[config.mk]
export PLATFORM = sky130hd
export DESIGN_NAME = instruction_encoder
export DESIGN_NICKNAME = d
export VERILOG_FILES = /design/src/rtl/instruction_encoder.sv
export SDC_FILE = /design/constraint.sdc
export NUM_CORES = 1
export LEC_CHECK = 0
export BUFFER_PORTS_ARGS = -buffer_cell sky130_fd_sc_hd__buf_2
export CAP_MARGIN = 30
export CORE_AREA = 2 2 132 134
export DETAILED_ROUTE_END_ITERATION = 7
export DIE_AREA = 0 0 134 136
export SLEW_MARGIN = 20
export SYNTH_ARGS = -nofsm -noshare
export SYNTH_HDL_FRONTEND = slang
export SYNTH_SLANG_ARGS = --single-unit
[constraint.sdc]
create_clock -name i_clk -period 2.9 [get_ports i_clk]
set_input_delay 0.58 -clock i_clk [delete_from_list [all_inputs] [get_ports i_clk]]
set_output_delay 0.58 -clock i_clk [all_outputs]
set_load 0.02 [all_outputs]
[src/rtl/instruction_encoder.sv]
// RV32I field-to-word encoder feeding a small FIFO that streams words into instruction memory.
// Optional build macro ENCODER_RANGE_CHECK_EN: drop and flag immediates that do not fit their format.
module instruction_encoder #(
  parameter int unsigned DEPTH        = 4,
  parameter logic [31:0] BASE_ADDRESS = 32'h0000_0000
) (
  input  logic                       i_clk,
  input  logic                       i_reset_n,
  input  logic                       i_restart,
  input  logic                       i_valid,
  output logic                       o_ready,
  input  logic [2:0]                 i_format,
  input  logic [2:0]                 i_funct3,
  input  logic [4:0]                 i_source_register1,
  input  logic [4:0]                 i_source_register2,
  input  logic [4:0]                 i_destination_register,
  input  logic [31:0]                i_immediate,
  output logic                       o_imem_write_enable,
  input  logic                       i_imem_ready,
  output logic [31:0]                o_imem_address,
  output logic [31:0]                o_imem_data,
  output logic [$clog2(DEPTH):0]     o_count,
  output logic                       o_error
);

  localparam int unsigned PTR_W = $clog2(DEPTH);
  localparam int unsigned CNT_W = PTR_W + 1;

  typedef enum logic [2:0] {
    FMT_OP_IMM = 3'd0,
    FMT_OP     = 3'd1,
    FMT_BRANCH = 3'd2,
    FMT_STORE  = 3'd3,
    FMT_JAL    = 3'd4
  } format_e;

  localparam logic [6:0] OPC_OP_IMM = 7'b0010011;
  localparam logic [6:0] OPC_OP     = 7'b0110011;
  localparam logic [6:0] OPC_BRANCH = 7'b1100011;
  localparam logic [6:0] OPC_STORE  = 7'b0100011;
  localparam logic [6:0] OPC_JAL    = 7'b1101111;

  logic [4:0]  rs1, rs2, rd;
  logic [2:0]  f3;
  logic [31:0] imm;
  logic [31:0] word;
  logic        format_ok;
  logic        imm_ok;

  assign rs1 = i_source_register1;
  assign rs2 = i_source_register2;
  assign rd  = i_destination_register;
  assign f3  = i_funct3;
  assign imm = i_immediate;

  // NOTE: every always_comb output gets a default first so no path infers a latch.
  always_comb begin
    word      = '0;
    format_ok = 1'b1;
    case (i_format)
      FMT_OP_IMM: word = {imm[11:0], rs1, f3, rd, OPC_OP_IMM};
      FMT_OP:     word = {7'b0000000, rs2, rs1, f3, rd, OPC_OP};
      FMT_BRANCH: word = {imm[12], imm[10:5], rs2, rs1, f3, imm[4:1], imm[11], OPC_BRANCH};
      FMT_STORE:  word = {imm[11:5], rs2, rs1, f3, imm[4:0], OPC_STORE};
      FMT_JAL:    word = {imm[20], imm[10:1], imm[11], imm[19:12], rd, OPC_JAL};
      default:    format_ok = 1'b0;
    endcase
  end

`ifdef ENCODER_RANGE_CHECK_EN
  // A value fits N signed bits when every bit above the sign bit copies it.
  logic fits_12, fits_13_even, fits_21_even;
  assign fits_12      = (&imm[31:11]) | ~(|imm[31:11]);
  assign fits_13_even = ((&imm[31:12]) | ~(|imm[31:12])) & ~imm[0];
  assign fits_21_even = ((&imm[31:20]) | ~(|imm[31:20])) & ~imm[0];

  always_comb begin
    imm_ok = 1'b1;
    case (i_format)
      FMT_OP_IMM, FMT_STORE: imm_ok = fits_12;
      FMT_BRANCH:            imm_ok = fits_13_even;
      FMT_JAL:               imm_ok = fits_21_even;
      default:               imm_ok = 1'b1;
    endcase
  end
`else
  logic unused_imm_hi;
  assign unused_imm_hi = ^imm[31:21];
  assign imm_ok        = 1'b1;
`endif

  logic [31:0]      mem_q [DEPTH];
  logic [PTR_W-1:0] wr_ptr_q, wr_ptr_d, rd_ptr_q, rd_ptr_d;
  logic [CNT_W-1:0] count_q, count_d;
  logic [31:0]      addr_q, addr_d;
  logic             error_q, error_d;
  logic             accept, push, pop;

  assign o_ready = (count_q != CNT_W'(DEPTH));
  assign accept  = i_valid && o_ready;
  assign push    = accept && format_ok && imm_ok && !i_restart;
  assign pop     = (count_q != '0) && i_imem_ready && !i_restart;

  always_comb begin
    wr_ptr_d = wr_ptr_q;
    rd_ptr_d = rd_ptr_q;
    count_d  = count_q;
    addr_d   = addr_q;
    error_d  = error_q;
    if (i_restart) begin
      wr_ptr_d = '0;
      rd_ptr_d = '0;
      count_d  = '0;
      addr_d   = BASE_ADDRESS;
      error_d  = 1'b0;
    end else begin
      if (push) wr_ptr_d = wr_ptr_q + PTR_W'(1);
      if (pop) begin
        rd_ptr_d = rd_ptr_q + PTR_W'(1);
        addr_d   = addr_q + 32'd4;
      end
      case ({push, pop})
        2'b10:   count_d = count_q + CNT_W'(1);
        2'b01:   count_d = count_q - CNT_W'(1);
        default: count_d = count_q;
      endcase
      if (accept && !(format_ok && imm_ok)) error_d = 1'b1;
    end
  end

  // NOTE: sequential state uses non-blocking assignments only.
  always_ff @(posedge i_clk or negedge i_reset_n) begin
    if (!i_reset_n) begin
      wr_ptr_q <= '0;
      rd_ptr_q <= '0;
      count_q  <= '0;
      addr_q   <= BASE_ADDRESS;
      error_q  <= 1'b0;
    end else begin
      wr_ptr_q <= wr_ptr_d;
      rd_ptr_q <= rd_ptr_d;
      count_q  <= count_d;
      addr_q   <= addr_d;
      error_q  <= error_d;
    end
  end

  // NOTE: FIFO storage is not reset; its contents are only observed when count_q is non-zero.
  always_ff @(posedge i_clk) begin
    if (push) mem_q[wr_ptr_q] <= word;
  end

  assign o_imem_write_enable = (count_q != '0);
  assign o_imem_data         = (count_q != '0) ? mem_q[rd_ptr_q] : 32'h0;
  assign o_imem_address      = addr_q;
  assign o_count             = count_q;
  assign o_error             = error_q;

endmodule

==> flow_metrics.env <==
export IMPL_start_util_pct=42.96
export IMPL_ir_worst_vdd_mv=0.4575
export IMPL_grt_pass1_wl_um=24200
export IMPL_vias_per_cell=5.301
export IMPL_synthToLayoutAreaGrowth_pct=20.50
export IMPL_antenna_found_initial=0
export IMPL_synth_top_area_share_pct=49.71
export IMPL_holdBufCountCts=0
export IMPL_grt_util_all_layers_pct=17.67
export IMPL_dieArea_mm2=0.01822
export IMPL_dp_hpwl_um=10050
export IMPL_grt_pass1_vias=4476
export IMPL_yosys_area_top_type="edfxtp_1"
export IMPL_syn_instance_count=513
export IMPL_outcome="complete, no violations"
export IMPL_hold_viol_final=0
export IMPL_ys_ff_latch=158
export IMPL_synth_seq_area_share_pct=62.82
export IMPL_worstSetupStartpointType="flip-flop"
export IMPL_powerDensity_mw_per_mm2=778.9
export IMPL_setup_viol=0
export IMPL_cts_buffers_inserted=17
export IMPL_ys_top_cells_by_count="edfxtp_1 (120), nor2b_1 (43), dfrtp_1 (38)"
export IMPL_fp_dieW_um=134
export IMPL_rsz0062_at_grt="false"
export IMPL_cts_buffer_depth=2
export IMPL_nets=694
export IMPL_syn_mean_instance_area_um2=14.13
export IMPL_drive_above_1_share_pct=34.37
export IMPL_placed_area_mm2=0.008113
export IMPL_port_buffers=114
export IMPL_core_area_mm2=0.01688
export IMPL_endpoint_kind="primary output"
export IMPL_p_leak_nw=3.344
export IMPL_layout_min_cycle_time_ns=2.544
export IMPL_cp_max_fo=24
export IMPL_yosysUniqueCellTypes=51
export IMPL_hp_class="input pin to asynchronous set/reset pin"
export IMPL_tns_ns=0
export IMPL_place_inst=835
export IMPL_worstPathRequired_ns=2.32
export IMPL_pre_cts_ws_ns=0.4924
export IMPL_ys_flop_type="edfxtp_1"
export IMPL_arrival_ns=1.96
export IMPL_drv_slew=0
export IMPL_finClkSkew_ns=0.008658
export IMPL_clk_pin_slew_ns=0.06
export IMPL_grt_start_max_net_pins=47
export IMPL_gp_congestion=0.8025
export IMPL_dr_pass1_iters=5
export IMPL_async_flop_share_pct=24.05
export IMPL_maxSlewHeadroom_pct=53.99
export IMPL_cap_violations=0
export IMPL_max_freq_mhz=393.1
export IMPL_die_y_um=136
export IMPL_wirelength_um=15450
export IMPL_path_class="flip-flop to primary output"
export IMPL_row_count=48
export IMPL_clock_sinks=158
export IMPL_ys_top_cells_by_area="edfxtp_1 (50%), dfrtp_1 (13%), mux4_2 (9.3%)"
export IMPL_worstSkewPairLatency_ns=0.42
export IMPL_worst_pin_slew_ns=0.6709
export IMPL_synth_edf_count=120
export IMPL_fin_ws_ns=0.3561
export IMPL_root_buffer="clkbuf_16"
export IMPL_num_vias=4601
export IMPL_ant_nets=0
export IMPL_cts_resized=0
export IMPL_yosysMostFrequentCell="edfxtp_1"
export IMPL_globalRouteOverflowTotal=0
export IMPL_first_iter_violations=250
export IMPL_drc=0
export IMPL_r2r_setup_slack_ns=0.46
export IMPL_tritoncts="yes"
export IMPL_synth_area_mm2=0.007249
export IMPL_wl_per_cell_um=17.79
export IMPL_n_antenna_cell=0
export IMPL_htreeDepth=4
export IMPL_yosys_warnings=0
export IMPL_post_cts_buffers=0
export IMPL_final_cell_area_mm2=0.008736
export IMPL_finalCritPeriodShare_pct=87.72
export IMPL_io_pins=128
export IMPL_fin_cells=868
==> per-stage QoR <==
stage | utilization [%] | hold slack [ns] | total power [W]
after floorplan | - | 0.2844 | 0.003980
after CTS | 51.60 | 0.2997 | 0.006892
after global placement | 48.07 | 0.5034 | 0.004623
final | 51.76 | 0.09613 | 0.006805
after detailed placement | 48.07 | 0.5135 | 0.004649
after global routing | 51.76 | 0.1119 | 0.007135
==> cells in the final DEF (no fill, tap or decap), types with 8 or more instances in the layout <==
| cell | synthesis | final |
|---|---|---|
| edfxtp_1 | 120 | 120 |
| mux2_2 | 11 | 11 |
| mux2i_1 | 10 | 10 |
| a21oi_1 | 14 | 14 |
| dfrtp_1 | 38 | 37 |
| and2_1 | 12 | 12 |
| buf_4 | 4 | 17 |
| inv_1 | 20 | 20 |
| mux4_2 | 30 | 30 |
| clkbuf_16 | 0 | 17 |
| buf_2 | 7 | 114 |
| nand2_1 | 17 | 17 |
| o31ai_1 | 8 | 8 |
| nor4_1 | 11 | 11 |
| nand3_1 | 21 | 21 |
| nor2b_1 | 43 | 43 |
| o21ai_0 | 16 | 16 |
| nor2_1 | 30 | 29 |
==> sequential cells by signal (all words and copies together), names as in the netlist <==
| name | flops |
|---|---|
| wr_ptr_q | 2 |
| o_error | 1 |
| o_count | 3 |
| o_imem_address | 30 |
| mem_q | 120 |
| rd_ptr_q | 2 |
==> area by class of cell <==
| type | count | area [um^2] |
|---|---|---|
| fillers | 1453 | 8140 |
| flip-flops and latches | 158 | 4556 |
| multi-input cells | 297 | 2422 |
| repair buffers | 136 | 805.8 |
| clock buffers | 18 | 429.2 |
| well taps | 225 | 281.5 |
| clock inverters | 14 | 166.4 |
| inverters | 20 | 75.07 |
==> worst paths after layout <==
path	from	cells after the start	endpoint
min in group i_clk	i_restart	2	rd_ptr_q[0]
max in group asynchronous	i_reset_n	2	o_imem_address[28]
worst max-delay path	rd_ptr_q[1]	4	o_imem_data[0]
worst max register to register	o_count[0]	6	o_count[2]
worst min register to register	o_error	2	o_error
worst min-delay path	i_reset_n	1	o_imem_address[18]
==> layer usage <==
| layer | wire length [um] | track usage [%] | up-vias |
|---|---|---|---|
| li1 | - | - | 2152 |
| met1 | 6848 | 23.21 | 2332 |
| met2 | 7613 | 28.69 | 103 |
| met3 | 768 | 4.810 | 14 |
| met4 | 214 | 5.851 | 0 |
| met5 | 0 | 0 | - |
==> logic make-up after synthesis <==
family	Yosys count	share of synthesized area (%)
AND/OR/NAND/NOR	176	13.86
flip-flops	158	62.82
buffers and inverters	59	3.918
multiplexers	52	12.56
AO/OA/AOI/OAI	48	4.073
XOR/XNOR	13	1.571
adder cells (fa/ha/maj)	6	1.139
other	1	0.05173
==> worst max-delay path, cell delays in order (launching register included) <==
cell,delay (ns)
dfrtp_1,0.60
buf_12,0.25
mux4_2,0.32
nor2b_1,0.18
buf_2,0.17
==> report_power, final <==
part | switching [W] | leakage [nW] | total, W | internal (W)
sequential | 0.0000826 | 1.62 | 0.00264 | 0.00256
clock | 0.000883 | 0.281 | 0.00224 | 0.00135
combinational | 0.00115 | 1.44 | 0.00192 | 0.000778
total | 0.00211 | 3.34 | 0.00680 | 0.00469
No activity file was read; power rests on OpenSTA's default activity.
